--- src/rtl/adder_pkg.sv ---
// Shared definitions for the bit-serial adder: state encoding and its enum view.
package adder_pkg;

    localparam logic [1:0] IDLE = 2'd0;
    localparam logic [1:0] RUN  = 2'd1;
    localparam logic [1:0] DONE = 2'd2;

    typedef enum logic [1:0] {
        ST_IDLE = IDLE,
        ST_RUN  = RUN,
        ST_DONE = DONE
    } state_e;

endpackage

--- src/rtl/fa_slice.sv ---
// Single-bit full adder; the one arithmetic slice the serial adder reuses every cycle.
module fa_slice (
    input  logic a,
    input  logic b,
    input  logic c_in,
    output logic sum,
    output logic c_out
);

    assign sum   = a ^ b ^ c_in;
    assign c_out = (a & b) | (a & c_in) | (b & c_in);

endmodule

--- src/rtl/serial_adder_ctrl.sv ---
// Bit-serial unsigned adder: one full-adder slice, LSB first, one bit per clock,
// with registered sum/cout that only update on completion.
module serial_adder_ctrl
    import adder_pkg::*;
#(
    parameter int WIDTH = 4
) (
    input  logic             clk,
    input  logic             reset,
    input  logic             start,
    input  logic [WIDTH-1:0] a,
    input  logic [WIDTH-1:0] b,
    output logic [WIDTH-1:0] sum,
    output logic             cout,
    output logic             busy,
    output logic             done
);

    localparam int CNT_W = $clog2(WIDTH);

    state_e             state_q, state_d;
    logic [WIDTH-1:0]   a_sh_q, a_sh_d;
    logic [WIDTH-1:0]   b_sh_q, b_sh_d;
    logic [WIDTH-1:0]   res_q, res_d;
    logic [WIDTH-1:0]   sum_q, sum_d;
    logic [CNT_W-1:0]   cnt_q, cnt_d;
    logic               carry_q, carry_d;
    logic               cout_q, cout_d;
    logic               busy_q, busy_d;
    logic               done_q, done_d;
    logic               fa_sum, fa_cout;
    logic               last_bit;

    fa_slice u_fa (
        .a     (a_sh_q[0]),
        .b     (b_sh_q[0]),
        .c_in  (carry_q),
        .sum   (fa_sum),
        .c_out (fa_cout)
    );

    assign last_bit = (cnt_q == CNT_W'(WIDTH - 1));

    always_comb begin
        state_d = state_q;
        a_sh_d  = a_sh_q;
        b_sh_d  = b_sh_q;
        res_d   = res_q;
        sum_d   = sum_q;
        cnt_d   = cnt_q;
        carry_d = carry_q;
        cout_d  = cout_q;
        busy_d  = 1'b0;
        done_d  = 1'b0;
        case (state_q)
            ST_IDLE: begin
                if (start) begin
                    a_sh_d  = a;
                    b_sh_d  = b;
                    carry_d = 1'b0;
                    cnt_d   = '0;
                    busy_d  = 1'b1;
                    state_d = ST_RUN;
                end
            end
            ST_RUN: begin
                a_sh_d  = a_sh_q >> 1;
                b_sh_d  = b_sh_q >> 1;
                res_d   = {fa_sum, res_q[WIDTH-1:1]};
                carry_d = fa_cout;
                if (last_bit) begin
                    // The final slice bit completes the result this edge, so publish it directly.
                    sum_d   = {fa_sum, res_q[WIDTH-1:1]};
                    cout_d  = fa_cout;
                    done_d  = 1'b1;
                    state_d = ST_DONE;
                end else begin
                    cnt_d  = cnt_q + 1'b1;
                    busy_d = 1'b1;
                end
            end
            ST_DONE: state_d = ST_IDLE;
            default: state_d = ST_IDLE;
        endcase
    end

    always_ff @(posedge clk) begin
        if (reset) begin
            state_q <= ST_IDLE;
            sum_q   <= '0;
            cout_q  <= 1'b0;
            busy_q  <= 1'b0;
            done_q  <= 1'b0;
            cnt_q   <= '0;
            carry_q <= 1'b0;
        end else begin
            state_q <= state_d;
            sum_q   <= sum_d;
            cout_q  <= cout_d;
            busy_q  <= busy_d;
            done_q  <= done_d;
            cnt_q   <= cnt_d;
            carry_q <= carry_d;
        end
    end

    always_ff @(posedge clk) begin
        a_sh_q <= a_sh_d;
        b_sh_q <= b_sh_d;
        res_q  <= res_d;
    end

    assign sum  = sum_q;
    assign cout = cout_q;
    assign busy = busy_q;
    assign done = done_q;

endmodule

--- config.mk ---
export PLATFORM = sky130hd
export DESIGN_NAME = serial_adder_ctrl
export DESIGN_NICKNAME = d
export VERILOG_FILES = /design/src/rtl/adder_pkg.sv /design/src/rtl/fa_slice.sv /design/src/rtl/serial_adder_ctrl.sv
export SDC_FILE = /design/constraint.sdc
export NUM_CORES = 1
export LEC_CHECK = 0
export BUFFER_PORTS_ARGS = -buffer_cell sky130_fd_sc_hd__buf_2
export CORE_MARGIN = 1.5
export CORE_UTILIZATION = 51
export CTS_CLUSTER_SIZE = 28
export DETAILED_ROUTE_END_ITERATION = 8
export GPL_TIMING_DRIVEN = 1
export PLACE_DENSITY = 0.8
export SLEW_MARGIN = 30
export SYNTH_ARGS = -nofsm -noshare
export SYNTH_HDL_FRONTEND = slang
export SYNTH_SLANG_ARGS = --single-unit
--- constraint.sdc ---
create_clock -name clk -period 1.7 [get_ports clk]
set_input_delay 0.34 -clock clk [delete_from_list [all_inputs] [get_ports clk]]
set_output_delay 0.34 -clock clk [all_outputs]
set_load 0.01 [all_outputs]
---- Word-level counts from Yosys, hierarchy flattened ----
Index checks and enable logic that the tools add are counted.
Widths: inputs -> output; s select.
word-level totals
  flip-flop bits (word level) ............. 24
  latch bits .............................. 0
  RAM bits ................................ 0
  memory bits (read-only) ................. 0
  bits of input ports ..................... 11
  word-level logic and storage cells ...... 47
  memories kept ........................... 0
cells by class
  add/sub/neg operators ................... 1
  $mul .................................... 0
  divide/modulo/power cells ............... 0
  magnitude comparators ................... 0
  equal/unequal tests ..................... 5
  shift operators ......................... 0
  muxes and demuxes ....................... 16
  bitwise gates (word level) .............. 8
  reduce and logical (&&, ||, !) cells .... 7
operators with widths
  kind                 count
  $pmux 4 s2           2
  $mux 2               4
  $mux 4               2
  $pmux 2 s2           2
  $ne 2x2->1 const B   3
  $reduce_and 2->1     3
  $mux 1               4
  $pmux 1 s2           2
  $and 1x1->1          3
  $reduce_and 3->1     1
  $add 2x1->2 const B  1
  $eq 2x1->1 const B   1
  $eq 2x2->1 const B   1
  $logic_not 2->1      1
  $or 1x1->1           2
  $reduce_bool 2->1    1
  $reduce_or 2->1      1
  $xor 1x1->1          2
  $not 1->1            1

---- Longest topological paths before layout ----
  depth after elaboration ................. 4
  mapped depth ............................ 6

---- By module ----
Synthesis repeated with hierarchy kept, for this count alone.
unflattened totals
  cell total of the unflattened synthesis .. 74
  area total of the unflattened synthesis .. 925.9 µm²
by module, submodules not included
  module             instances  cells an instance  area each (µm²)  sequential area each (µm²)
  serial_adder_ctrl  1          73                 905.9            570.5
  fa_slice           1          1                  20.0             0.0

---- Worst setup path before layout ----
OpenSTA, ideal clock, no wires.
  path kind ............................... reg2reg
  from .................................... reg state_q[0]
  to ...................................... reg a_sh_q[0] (data pin)
  library setup time ...................... 0.260 ns
  data arrival time ....................... 1.077 ns
  required time ........................... 1.440 ns
  path slack .............................. 0.363 ns
  stages on the path, launching flop included .. 6
  path buffers ............................ 3
  cells stage by stage .................... dfxtp_1 buf_6 nor2b_4 buf_6 buf_6 mux2_4
between the ends
  word-level cells in the longest chain between the ends .. 2
  elaborated cells between the ends (all ways) .. 3
ends and longest elaborated chain
  element                                               line                      text
  start: declaration                                    serial_adder_ctrl.sv:21   state_e state_q, state_d;
  start signal: assignment                              serial_adder_ctrl.sv:97   state_q <= state_d;
  $eq 2x1->1 / $logic_not 2->1 (equally long branches)  serial_adder_ctrl.sv:55   case (state_q)
  $pmux 4 s2 (*)                                        serial_adder_ctrl.sv:55
  via a_sh_d[0]                                         serial_adder_ctrl.sv:22   logic [WIDTH-1:0] a_sh_q, a_sh_d;
  end signal: assignment                                serial_adder_ctrl.sv:108  a_sh_q <= a_sh_d;
  end: declaration                                      serial_adder_ctrl.sv:22
Mark *: on every way through the listed nets, which the timed path passes. The rest lies on a longest branch.
A chain may end at the register's enable or synchronous reset.

---- Worst setup path in the final report ----
  from .................................... reg cnt_q[0]
  to ...................................... reg cnt_q[0]
between the ends
  word-level cells in the longest chain between the ends .. 3
  elaborated cells between the ends (all ways) .. 6
ends and longest elaborated chain
  element                            line                      text
  start: declaration                 serial_adder_ctrl.sv:26   logic [CNT_W-1:0] cnt_q, cnt_d;
  start signal: assignment           serial_adder_ctrl.sv:102  cnt_q <= cnt_d;
  $eq 2x2->1                         serial_adder_ctrl.sv:42   assign last_bit = (cnt_q == CNT_W'(WIDTH - 1));
  via last_bit                       serial_adder_ctrl.sv:32   logic last_bit;
  $ne 2x2->1 (no source line)        --
  $reduce_and 3->1 (no source line)  --
The timed path passes the listed nets, and every way through them passes these cells. The select of a mux whose other input is x is not followed.

==> results.txt <==
worst slew pin tran -> 292 ps
Seq/Total Area, Yosys -> 62.6%
clk_lat worst skew -> 310 ps
Placed Instances -> 113
Final Hold Fails -> 0
power density over cell area -> 935 mW/mm²
maximum VDD drop -> 0.475 mV
synth top area cells -> edfxtp_1, dfxtp_1, mux2_2, nand3_1, buf_6
number of synthesized register bits -> 23
Sink Count -> 23
area leader, netlist -> edfxtp_1
Mapped Cells -> 72
post-layout util -> 61.1%
PnR worst setup slack -> 381 ps
crit path DAT -> 1570 ps
final worst path period need -> 1320 ps
dpl ws -> 419 ps
status -> finished clean
DP HPWL -> 1.15 mm
sw frac -> 22.5%
hold_ws -> 311 ps
Yosys cell types -> 22
fin nets -> 106
initial antenna violation count -> 0
met2 wire len -> 856 µm
H-tree levels -> 1
CTS Buf Count -> 3
final WL -> 1.54 mm
die area -> 0.00205 mm²
DRT Pass-1 Iters -> 5
hold depth -> 2
Synth Warn # -> 0
Max Cap Viol -> 0
Vias per Instance -> 5.13
Crit path required time -> 1950 ps
CTS Hold Buffers Added -> 0
Top Layer Used -> met4
Syn Std Cell Area -> 911 µm²
Avg Inst Size Synth -> 12.7 µm²
R2R depth -> 5
largest fanout on the critical path -> 11
design area -> 0.00104 mm²
Root Driver -> clkbuf_4
Power Total -> 0.976 mW
total grt overflow -> 0
startpoint types -> register
share of the clock period used by the worst path -> 77.6%
Antenna diodes -> 0
vias in the first global route -> 627
first-pass GRT wire length -> 2.64 mm
wire length on met1 -> 601 µm
Detail Route Antenna Nets -> 0
Rel. slew slack -> 80.3%
CTS tree -> done
crit path kind -> register to register
Worst Hold Class -> input pin to register
via count -> 600
count leader, synth -> dfxtp_1
Clock Skew -> 8.46 ps
internal power -> 0.756 mW
kind of end point of the critical path -> register
Clock Tree Buf Depth -> 2
setup TNS -> 0 ps
Core Region -> 0.00171 mm²
syn_nets -> 85
P_sw -> 0.220 mW
Post-synth top cells -> dfxtp_1, edfxtp_1, nand2_1, nand3_1, a21oi_1
number of cell rows -> 15
RSZ-0062 raised after global routing -> no
Synth top area share -> 36.3%
RePlAce Congestion -> 0.706
number of synthesized flops with an enable pin -> 11
Post-DP Area -> 0.00102 mm²
drt wl/cell -> 13.1 µm
largest net degree at the start of global routing -> 14
Reg clk slew, reported paths -> 110 ps
Port Buffers -> 17
Area Growth Syn to Fin -> 14.6%
width of the die -> 45.3 µm
Cell Count, Final, Fillers Out -> 117
proportion of power drawn by the clock network -> 25.5%
Post-CTS Setup Inserts -> 0
drc violations -> 0
Met3 Routed Length -> 61 µm
final setup violation count -> 0
Initial Utilization -> 53.3%
Total GRT Usage -> 18.1%
Resized cells post-CTS -> 0
power share of the combinational group -> 9.3%
Layout fillers -> 140
top_reg_cell synth -> dfxtp_1
fraction of layout cells with a size suffix above 1 -> 33.7%
f_max -> 758 MHz
die height -> 45.3 µm
Ports -> 18
Seq pwr share -> 65.2%
Final Max Slew Viols -> 0
P_leak -> 0.414 nW
asr flop ratio synth -> 0%
initial drt markers -> 4
layout make-up:
type	instances	area (µm²)	area share (%)
Sequential cell	23	571	54.7
Inverter	1	3.75	0.360
Clock inverter	1	5.00	0.480
Timing Repair Buffer	21	115	11.0
Tap cell	25	31.3	3.00
Multi-Input combinational cell	43	295	28.3
Clock buffer	3	22.5	2.16
sequential cells by signal, indices dropped and copies added, names as in the netlist:
signal and count:
a_sh_q 4, b_sh_q 4, busy 1, carry_q 1, cnt_q 2, cout 1
done 1, res_q 3, state_q 2, sum 4
cells in the final DEF, fill, tap and decap left out, types with 2 or more instances in the layout:
master	instances
nand2_1	7
a31oi_1	2
a211oi_1	2
buf_4	4
mux2_2	4
nor2b_1	2
dfxtp_1	12
clkbuf_4	3
a21oi_1	6
nand3_1	7
edfxtp_1	11
nor2_1	4
buf_2	17
logic make-up (layout without fill, tap and decap cells):
group	count (synthesis)	in the layout	synth area share, %
compound gates	12	12	7.97
fa+ha+maj	2	2	3.57
buf+inv	6	26	4.94
flops	23	23	62.6
mux	6	6	7.83
simple gates	23	23	13.0
power by group through the flow:
stage | Clock, mW | Sequential, mW | Combinational [mW]
4_1_cts | 0.258 | 0.637 | 0.0921
2_1_floorplan | 0 | 0.644 | 0.0664
5_1_grt | 0.284 | 0.640 | 0.101
3_3_place_gp | 0 | 0.646 | 0.0841
6_report | 0.249 | 0.636 | 0.0909
3_5_place_dp | 0 | 0.650 | 0.0920
worst max-delay path, cell delays in order, from the launching register on:
cell and delay, ps:
dfxtp_1 360, ha_1 240, buf_4 180, nor4b_1 280
a31oi_1 70, a21oi_1 120
per-layer routing:
metal / global-route usage, % / vias up
met1: 19.1 / 278
met2: 34.3 / 19
met3: 4.00 / 3
met4: 7.06 / 0
met5: 0 / -
li1: - / 300
path summary, 6_finish.rpt:
check                           slack (ps)      from   endpoint
worst max register to register         380  cnt_q[0]   cnt_q[0]
worst min register to register         460    sum[1]     sum[1]
worst max-delay path                   380  cnt_q[0]   cnt_q[0]
worst min-delay path                   310      b[2]  b_sh_q[2]
(Power assumes the default switching activity.)
